### src/rtl/spad_input_router_pkg.sv
// spad_input_router_pkg: router state encoding and the lane packing helpers.
// The output router uses the same helpers, so both routers order lanes the same way.
package spad_input_router_pkg;

    typedef enum logic [1:0] {IDLE, READ, WAIT, HOLD} state_t;

    function automatic int ceil_div(input int a, input int b);
        return (a + b - 1) / b;
    endfunction

    // Lane m of a word starts at this bit; the first lane sits in the MSBs.
    function automatic int lane_lsb(input int m, input int member_cnt, input int dw);
        return (member_cnt - 1 - m) * dw;
    endfunction

endpackage

### src/rtl/spad_input_router.sv
// spad_input_router: fetches packed scratchpad words, unpacks them into per-lane registers
// and holds them for the PE array until it accepts them.
module spad_input_router
    import spad_input_router_pkg::*;
#(
    parameter int SPAD_ADDR_WIDTH = 8,
    parameter int SPAD_DATA_WIDTH = 16,
    parameter int ROUTER_COUNT    = 4,
    parameter int DATA_WIDTH      = 8,
    parameter int MEMBER_CNT      = ceil_div(SPAD_DATA_WIDTH, DATA_WIDTH),
    parameter int GROUP_CNT       = ceil_div(ROUTER_COUNT, MEMBER_CNT),
    parameter int CNT_W           = $clog2(ROUTER_COUNT + 1)
)(
    input  logic                                     i_clk,
    input  logic                                     i_nrst,
    input  logic                                     i_en,
    input  logic [SPAD_ADDR_WIDTH-1:0]               i_start_addr,
    input  logic [CNT_W-1:0]                         i_lane_cnt,
    output logic                                     o_spad_re,
    output logic [SPAD_ADDR_WIDTH-1:0]               o_spad_addr,
    input  logic [SPAD_DATA_WIDTH-1:0]               i_spad_data,
    output logic [0:ROUTER_COUNT-1][DATA_WIDTH-1:0]  o_data,
    output logic [ROUTER_COUNT-1:0]                  o_valid,
    input  logic                                     i_ready,
    output logic                                     o_done
);

    localparam int IDX_W = GROUP_CNT > 1 ? $clog2(GROUP_CNT) : 1;

    state_t                     state;
    logic [SPAD_ADDR_WIDTH-1:0] base;
    logic [CNT_W-1:0]           n;
    logic [IDX_W-1:0]           idx;
    logic [IDX_W-1:0]           last;
    logic                       pend;
    logic [IDX_W-1:0]           pend_idx;
    logic [DATA_WIDTH-1:0]      lanes [ROUTER_COUNT];
    logic [CNT_W-1:0]           n_c;
    logic [ROUTER_COUNT-1:0]    lane_mask;
    logic                       start;

    assign n_c         = i_lane_cnt > CNT_W'(ROUTER_COUNT) ? CNT_W'(ROUTER_COUNT) : i_lane_cnt;
    assign start       = state == IDLE && i_en && n_c != '0;
    assign o_spad_re   = state == READ;
    assign o_spad_addr = state == READ ? base + SPAD_ADDR_WIDTH'(idx) : '0;

    always_comb begin
        o_data    = '0;
        lane_mask = '0;
        for (int i = 0; i < ROUTER_COUNT; i++) begin
            o_data[i]    = state == HOLD ? lanes[i] : '0;
            lane_mask[i] = CNT_W'(i) < n;
        end
    end

    always_ff @(posedge i_clk or negedge i_nrst) begin
        if (!i_nrst) begin
            state    <= IDLE;
            base     <= '0;
            n        <= '0;
            idx      <= '0;
            last     <= '0;
            pend     <= 1'b0;
            pend_idx <= '0;
            o_valid  <= '0;
            o_done   <= 1'b0;
        end else begin
            o_done   <= 1'b0;
            pend     <= state == READ;
            pend_idx <= idx;
            case (state)
                IDLE: begin
                    o_done <= i_en && n_c == '0;
                    if (start) begin
                        base  <= i_start_addr;
                        n     <= n_c;
                        idx   <= '0;
                        last  <= IDX_W'(ceil_div(int'(n_c), MEMBER_CNT) - 1);
                        state <= READ;
                    end
                end
                READ: begin
                    idx   <= idx + 1'b1;
                    state <= idx == last ? WAIT : READ;
                end
                WAIT: begin
                    o_valid <= lane_mask;
                    state   <= HOLD;
                end
                HOLD: if (i_ready) begin
                    o_valid <= '0;
                    o_done  <= 1'b1;
                    state   <= IDLE;
                end
                default: state <= IDLE;
            endcase
        end
    end

    // Word g, member m lands in lane g*MEMBER_CNT+m; lanes at or beyond N stay cleared.
    for (genvar g = 0; g < GROUP_CNT; g++) begin : g_grp
        for (genvar m = 0; m < MEMBER_CNT; m++) begin : g_mem
            localparam int LANE = g * MEMBER_CNT + m;
            localparam int LSB  = lane_lsb(m, MEMBER_CNT, DATA_WIDTH);
            if (LANE < ROUTER_COUNT) begin : g_lane
                always_ff @(posedge i_clk or negedge i_nrst) begin
                    if (!i_nrst)
                        lanes[LANE] <= '0;
                    else if (start)
                        lanes[LANE] <= '0;
                    else if (pend && pend_idx == IDX_W'(g) && CNT_W'(LANE) < n)
                        lanes[LANE] <= i_spad_data[LSB +: DATA_WIDTH];
                end
            end
        end
    end

endmodule

### config.mk
export PLATFORM = sky130hd
export DESIGN_NAME = spad_input_router
export DESIGN_NICKNAME = d
export VERILOG_FILES = /design/src/rtl/spad_input_router_pkg.sv /design/src/rtl/spad_input_router.sv
export SDC_FILE = /design/constraint.sdc
export NUM_CORES = 1
export LEC_CHECK = 0
export BUFFER_PORTS_ARGS = -buffer_cell sky130_fd_sc_hd__buf_4
export CAP_MARGIN = 10
export CORE_MARGIN = 1
export CORE_UTILIZATION = 54
export CTS_BUF_LIST = sky130_fd_sc_hd__clkbuf_2
export DETAILED_ROUTE_END_ITERATION = 10
export PLACE_DENSITY_LB_ADDON = 0.08
export SETUP_SLACK_MARGIN = 0.4
export SYNTH_ARGS = -nofsm -noshare
export SYNTH_HDL_FRONTEND = slang
export SYNTH_SLANG_ARGS = --single-unit
### constraint.sdc
create_clock -name i_clk -period 1.75 [get_ports i_clk]
set_clock_uncertainty 0.05 [all_clocks]
set_input_delay 0.2625 -clock i_clk [delete_from_list [all_inputs] [get_ports i_clk]]
set_output_delay 0.2625 -clock i_clk [all_outputs]
set_load 0.02 [all_outputs]
==> results.sh, run 1 <==
export IMPL_status="did not finish"
export IMPL_stop_stage="global routing"
export IMPL_error_message="[ERROR DPL-0038] Utilization greater than 100%, impossible to legalize"
export IMPL_synth_cell_types=26
export IMPL_yosys_warnings=0
export IMPL_numCtsBuffers=5
export IMPL_hpwl_um=3980
export IMPL_synthesis_nets=310
export IMPL_cts_buffer_depth=2
export IMPL_root_buffer="clkbuf_2"
export IMPL_ys_seq_area_frac=0.502
export IMPL_place_area_um2=3490
export IMPL_cts_max_level=2
export IMPL_rows=25
export IMPL_ys_ff_latch=54
export IMPL_die_y_um=72.6
export IMPL_grt_max_degree=55
export IMPL_syn_area_um2=2690
export IMPL_cts_sinks=54
export IMPL_worst_ep_kind="primary output"
export IMPL_io_pins=77
export IMPL_grt_worst_endpoint="o_spad_addr[5]"
export IMPL_gp_congestion=0.742
export IMPL_syn_area_per_cell_um2=9.94
export IMPL_numPortBuffers=76
export IMPL_dieWidth_um=72.6
export IMPL_start_util=0.566
export IMPL_syn_instance_count=271
export IMPL_placed_cells=411
[synthesized netlist by cell type]
| cell type | instances | area, µm² |
|---|---|---|
| and2_1 | 34 | 213 |
| xnor2_1 | 3 | 26.3 |
| buf_2 | 5 | 25.0 |
| a2bb2oi_1 | 1 | 8.76 |
| o21bai_1 | 1 | 7.51 |
| dfrtp_1 | 54 | 1350 |
| mux2i_1 | 34 | 340 |
| and3_1 | 2 | 12.5 |
| nand3_1 | 7 | 35.0 |
| nor2_1 | 43 | 161 |
| nand2b_4 | 1 | 13.8 |
| a21o_1 | 1 | 7.51 |
| nor2_8 | 1 | 20.0 |
| nor3_1 | 1 | 5.00 |
| nor2_4 | 2 | 22.5 |
| nand2_1 | 38 | 143 |
| a21oi_1 | 3 | 15.0 |
| o21ai_0 | 11 | 55.1 |
| clkbuf_1 | 4 | 15.0 |
| nand2b_1 | 3 | 18.8 |
| nand3b_1 | 1 | 7.51 |
| inv_1 | 3 | 11.3 |
| nor2b_1 | 3 | 18.8 |
| xor2_1 | 5 | 43.8 |
| a211oi_1 | 2 | 15.0 |
| ha_1 | 8 | 100 |
[logic make-up after synthesis]
| family | synth area share |
|---|---|
| AOI/OAI and AO/OA | 0.0404 |
| adders and majority gates | 0.0372 |
| DFF | 0.502 |
| muxes | 0.126 |
| xor gates and xnor gates | 0.0260 |
| and+or+nand+nor | 0.249 |
| buffers and inverters | 0.0190 |
[metrics by stage]
stage / setup WS (ns) / hold slack, ns / util
2_1_floorplan: 0.219 / -0.0831 / -
3_3_place_gp: 0.117 / 0.292 / 0.735
3_5_place_dp: 0.102 / 0.301 / 0.735
4_1_cts: -0.316 / 0.0114 / 0.931
[what timing repair did]
action,in CTS
resized for setup,153
buffers inserted,19
gates cloned,4
setup endpoints to repair,94
pin swaps,10
hold endpoints to repair,65
hold buffers,12
==> run 2, diff against run 1 <==
- CORE_UTILIZATION: 54 -> 40
- CTS_BUF_LIST: sky130_fd_sc_hd__clkbuf_2 -> unset
- PLACE_DENSITY_LB_ADDON: 0.08 -> 0.15
- SETUP_SLACK_MARGIN: 0.4 -> unset
==> results.sh, run 2 <==
export IMPL_status="finished with violations"
export IMPL_violations="design-rule violations, negative setup slack"
export IMPL_regMostFlops="lanes"
export IMPL_tightest_slew_ns=0.683
export IMPL_wire_per_inst_um=14.3
export IMPL_swShare=0.390
export IMPL_largest_reg_flops=32
export IMPL_cts_sinks=54
export IMPL_cp_arrival_ns=1.57
export IMPL_grt_pass1_wl_um=9960
export IMPL_powerDensity_nw_per_um2=1590
export IMPL_drc=10
export IMPL_syn_to_final_growth_pct=46.7
export IMPL_cp_start_kind="flip-flop"
export IMPL_fmax_mhz=532
export IMPL_routed_wl_um=6320
export IMPL_gr_max_usage_layer="met2"
export IMPL_yosys_top_cells_count="dfrtp_1 (54), nor2_1 (43), nand2_1 (38)"
export IMPL_root_buffer="clkbuf_8"
export IMPL_die_y_um=84.0
export IMPL_final_area_um2=3950
export IMPL_rows=29
export IMPL_grt_max_degree=55
export IMPL_pwr_share_comb=0.515
export IMPL_n_antenna_cell=0
export IMPL_synthesis_nets=310
export IMPL_synth_largest_area_cell="dfrtp_1"
export IMPL_p_sw_mw=2.45
export IMPL_rsz0062_at_grt="true"
export IMPL_power_frac_seq=0.351
export IMPL_synth_top_area_share=0.502
export IMPL_hpwl_um=4050
export IMPL_place_area_um2=3410
export IMPL_numPortBuffers=76
export IMPL_period_share=1.07
export IMPL_synth_main_ff_cell="dfrtp_1"
export IMPL_relSlewSlack=0.545
export IMPL_yosys_warnings=0
export IMPL_nNetsFinal=403
export IMPL_grt_use_total=0.178
export IMPL_worst_slack_ns=-0.129
export IMPL_syn_instance_count=271
export IMPL_core_um2=6420
export IMPL_io_pins=77
export IMPL_hold_viol=0
export IMPL_ant_nets=0
export IMPL_met3_usage=0.0366
export IMPL_cts_buffer_depth=2
export IMPL_ys_ff_latch=54
export IMPL_fin_crit_ns=1.88
export IMPL_dieWidth_um=84.0
export IMPL_gp_congestion=0.774
export IMPL_cts_clk_slew_worst_paths_ns=0.10
export IMPL_drive_gt1_frac=0.411
export IMPL_cap_violations=0
export IMPL_largest_registers="lanes (32), base (8), o_valid (4)"
export IMPL_worst_setup_path_end_kind="primary output"
export IMPL_dr_pass1_iters=10
export IMPL_grt_remaining_overflow=0
export IMPL_syn_area_um2=2690
export IMPL_whs_ns=0.0851
export IMPL_synth_most_common_cell="dfrtp_1"
export IMPL_cp_max_fo=3
export IMPL_numCtsBuffers=5
export IMPL_setup_violations=7
export IMPL_met2_usage=0.277
export IMPL_required_ns=1.44
export IMPL_synthTopCellsByArea="dfrtp_1 (50%), mux2i_1 (13%), and2_1 (7.9%)"
export IMPL_syn_area_per_cell_um2=9.94
export IMPL_p_int_mw=3.84
export IMPL_grt_pass1_vias=2064
export IMPL_cts_tree="built"
export IMPL_vias_per_cell=4.96
export IMPL_synth_edf_count=0
export IMPL_crit_type="reg -> out"
export IMPL_start_util=0.419
export IMPL_met1_usage=0.249
export IMPL_place_ws_ns=0.0454
export IMPL_slew_viol_final=0
export IMPL_hold_path_class="in -> reg"
export IMPL_power_leakage_nw=1.94
export IMPL_final_cell_mix="dfrtp_1 (52), buf_4 (52), nor2_1 (42), nand2_1 (38), buf_6 (38)"
export IMPL_ys_async_sr_fraction=1.00
export IMPL_worstSkewPairLatency_ns=0.30
export IMPL_cts_max_level=2
export IMPL_die_area_um2=7060
export IMPL_finalSetupTns_ns=-0.587
export IMPL_drt_iter0_drc=90
export IMPL_antenna_found_initial=0
export IMPL_vias=2192
export IMPL_ys_seq_area_frac=0.502
export IMPL_synth_cell_types=26
export IMPL_irDropWorstVdd_mv=0.644
export IMPL_clkPwrFrac=0.133
-- run 2: cell counts after synthesis --
No cell type changed its count.
-- run 2: power groups by stage --
stage | logic [mW] | clock network, mW | registers (mW)
after floorplan | 1.76 | 0 | 2.14
after global placement | 2.65 | 0 | 2.14
after detailed placement | 2.69 | 0 | 2.16
after CTS | 2.82 | 0.871 | 2.16
after global routing | 3.55 | 0.925 | 2.29
final | 3.24 | 0.839 | 2.21
-- run 2: routing by layer --
| metal | share of wire | up-vias |
|---|---|---|
| met1 | 0.49 | 1068 |
| li1 | - | 1071 |
| met3 | 0.041 | 2 |
| met2 | 0.47 | 51 |
| met5 | 0 | - |
| met4 | 0.0054 | 0 |
-- run 2: cells by family after synthesis --
kind of cell             count (synthesis)  share of synthesized area
AO/OA/AOI/OAI                           19                     0.0404
flip-flops                              54                      0.502
XOR/XNOR                                 8                     0.0260
adder cells (fa/ha/maj)                  8                     0.0372
multiplexers                            34                      0.126
AND/OR/NAND/NOR                        136                      0.249
buffers and inverters                   12                     0.0190
-- run 2: worst paths after layout --
kind	from	endpoint	slack [ns]	cells past startpoint
setup reg to reg	state[0]$_DFFE_PN0P_	state[0]$_DFFE_PN0P_	0.08	7
setup / recovery	base[0]$_DFFE_PN0P_	o_spad_addr[7]	-0.13	6
max in group asynchronous	i_nrst	state[0]$_DFFE_PN0P_	0.66	2
hold / removal	i_start_addr[7]	base[7]$_DFFE_PN0P_	0.09	3
hold reg to reg	base[7]$_DFFE_PN0P_	base[7]$_DFFE_PN0P_	0.46	2
min in group asynchronous	i_nrst	last$_DFFE_PN0P_	0.48	2
-- run 2: timing repair --
item / in CTS / in global routing
pin swaps: 4 / 6
gates resized for setup: 16 / 74
hold buffers: 1 / 0
setup buffers: 3 / 2
gates cloned: 0 / 4
setup endpoints to repair: 40 / 82
endpoints found under the hold margin: 54 / 0
-- run 2: layout make-up --
class                           count  area (µm²)
Inverter                            3        15.0
Clock inverter                      2        37.5
Fill cell                         565        2470
Multi-Input combinational cell    205        1460
Timing Repair Buffer               95         918
Tap cell                           77        96.3
Sequential cell                    54        1350
Clock buffer                        6        72.6
-- run 2: through the flow --
stage	total power, mW	utilization	cells
floorplan	3.90	-	271
global placement	4.79	0.530	424
detailed placement	4.86	0.530	424
CTS	5.85	0.561	436
global route	6.77	0.615	442
finish	6.29	0.615	442
-- run 2: worst max-delay path, cell delays in order, from the launching register on --
cell	delay, ns
dfrtp_1	0.40
ha_4	0.16
and3_4	0.21
nand3_1	0.10
xor2_1	0.15
nor2_1	0.09
buf_4	0.14
Note: power is estimated with default switching activity, not from simulation.
==> run 3, diff against run 2 <==
- CTS_BUF_LIST: unset -> sky130_fd_sc_hd__clkbuf_4 sky130_fd_sc_hd__clkbuf_8
==> results.sh, run 3 (synthesis gave the netlist of run 2 again) <==
export IMPL_final_cell_mix="dfrtp_1 (52), buf_4 (52), nor2_1 (42), nand2_1 (38), buf_6 (38)"
export IMPL_cts_clk_slew_worst_paths_ns=0.10
export IMPL_violations="design-rule violations, negative setup slack"
export IMPL_gr_max_usage_layer="met2"
export IMPL_p_sw_mw=2.47
export IMPL_wire_per_inst_um=14.4
export IMPL_ant_nets=0
export IMPL_finalSetupTns_ns=-0.591
export IMPL_cp_arrival_ns=1.57
export IMPL_relSlewSlack=0.543
export IMPL_clkPwrFrac=0.136
export IMPL_crit_type="reg -> out"
export IMPL_met3_usage=0.0366
export IMPL_slowest_delay_ns=0.40
export IMPL_grt_remaining_overflow=0
export IMPL_path_cells="ha_4, and3_4, nand3_1, xor2_1, nor2_1, buf_4"
export IMPL_rr_worst_depth=7
export IMPL_hold_viol=0
export IMPL_rrSetupSlack_ns=0.08
export IMPL_core_um2=6420
export IMPL_dieWidth_um=84.0
export IMPL_worst_slack_ns=-0.129
export IMPL_cp_start_kind="flip-flop"
export IMPL_numPortBuffers=76
export IMPL_pwr_share_comb=0.514
export IMPL_slew_viol_final=0
export IMPL_start_util=0.419
export IMPL_routed_wl_um=6380
export IMPL_met1_usage=0.249
export IMPL_worst_setup_path_end_kind="primary output"
export IMPL_powerDensity_nw_per_um2=1600
export IMPL_hold_path_class="in -> reg"
export IMPL_cts_buffer_depth=2
export IMPL_reg2reg_from="state[0]$_DFFE_PN0P_"
export IMPL_cp_max_fo=3
export IMPL_period_share=1.07
export IMPL_p_int_mw=3.85
export IMPL_cts_tree="built"
export IMPL_rows=29
export IMPL_cts_sinks=54
export IMPL_cp_startpoint="base[0]$_DFFE_PN0P_"
export IMPL_power_leakage_nw=1.94
export IMPL_root_buffer="clkbuf_8"
export IMPL_vias=2193
export IMPL_die_area_um2=7060
export IMPL_antenna_found_initial=0
export IMPL_irDropWorstVdd_mv=0.644
export IMPL_nNetsFinal=403
export IMPL_met2_usage=0.277
export IMPL_worstSkewPairLatency_ns=0.30
export IMPL_grt_max_degree=55
export IMPL_die_y_um=84.0
export IMPL_syn_to_final_growth_pct=46.9
export IMPL_tightest_slew_ns=0.685
export IMPL_cts_max_level=2
export IMPL_fmax_mhz=532
export IMPL_io_pins=77
export IMPL_grt_pass1_wl_um=9960
export IMPL_largest_reg_flops=32
export IMPL_largest_registers="lanes (32), base (8), o_valid (4)"
export IMPL_status="finished with violations"
export IMPL_totalPowerFinal_mw=6.32
export IMPL_gp_congestion=0.774
export IMPL_finish_utilization=0.616
export IMPL_power_frac_seq=0.350
export IMPL_fin_crit_ns=1.88
export IMPL_vias_per_cell=4.96
export IMPL_swShare=0.390
export IMPL_num_fill_cells=566
export IMPL_hpwl_um=4050
export IMPL_cap_violations=0
export IMPL_reg2reg_to="state[0]$_DFFE_PN0P_"
export IMPL_grt_pass1_vias=2064
export IMPL_setup_violations=8
export IMPL_grt_use_total=0.178
export IMPL_n_antenna_cell=0
export IMPL_drive_gt1_frac=0.414
export IMPL_crit_end="o_spad_addr[7]"
export IMPL_numCtsBuffers=5
export IMPL_drc=9
export IMPL_drt_iter0_drc=93
export IMPL_rsz0062_at_grt="true"
export IMPL_crit_slowest_cell="dfrtp_1"
export IMPL_dr_pass1_iters=7
export IMPL_regMostFlops="lanes"
export IMPL_required_ns=1.44
run 3: cell counts in the layout (fill, tap and decap cells not counted):
Identical to the previous run, type by type.
run 3: worst min-delay path by stage:
stage | slack (ns) | from | endpoint | cells after the start
2_1_floorplan | -0.08 | i_nrst | async pin | 0
3_3_place_gp | 0.31 | i_nrst | o_valid[3]$_DFFE_PN0P_ | 1
3_5_place_dp | 0.30 | i_nrst | o_valid[3]$_DFFE_PN0P_ | 1
4_1_cts | 0.07 | i_start_addr[7] | base[7]$_DFFE_PN0P_ | 3
5_1_grt | 0.09 | i_start_addr[0] | base[0]$_DFFE_PN0P_ | 3
6_report | 0.09 | i_start_addr[7] | base[7]$_DFFE_PN0P_ | 3
run 3: per-layer routing:
layer | share of wire | vias up
li1 | - | 1069
met1 | 0.49 | 1073
met2 | 0.47 | 49
met3 | 0.038 | 2
met4 | 0.0053 | 0
met5 | 0 | -
run 3: final cells by class:
class	count	area, µm²	area share
timing repair buffer	95	918	0.232
inverter	3	15.0	0.00380
multi-input combinational	205	1460	0.369
clock buffer	6	76.3	0.0193
tap	77	96.3	0.0244
clock inverter	2	37.5	0.00949
sequential	54	1350	0.342
run 3: power by group through the flow:
stage	combinational [mW]	sequential (mW)	clock, mW
floorplan	1.76	2.14	0
global placement	2.65	2.14	0
detailed placement	2.69	2.16	0
CTS	2.82	2.16	0.886
global route	3.56	2.29	0.941
finish	3.25	2.21	0.861
run 3: what timing repair did:
item                                   4_1_cts  5_1_grt
endpoints found under the hold margin       54        0
resized for setup                           16       74
gates cloned                                 0        4
setup endpoints to repair                   40       82
hold buffers                                 1        0
buffers inserted                             3        2
pin swaps                                    4        6
run 3: critical path: cells and delay by family (launching register included):
family | cells | cell delay [ns]
DFF | 1 | 0.40
buffers and inverters | 1 | 0.14
and+or+nand+nor | 3 | 0.40
xor gates and xnor gates | 1 | 0.15
adders and majority gates | 1 | 0.16
run 3: metrics by stage:
stage               worst slack, ns  instance area [µm²]  instances  hold WS, ns
floorplan                    0.0925                 2690        271      -0.0831
finish                       -0.129                 3960        442       0.0851
detailed placement           0.0454                 3410        424        0.303
global route                 -0.208                 3960        442       0.0898
CTS                          -0.144                 3610        436       0.0724
global placement             0.0894                 3410        424        0.305
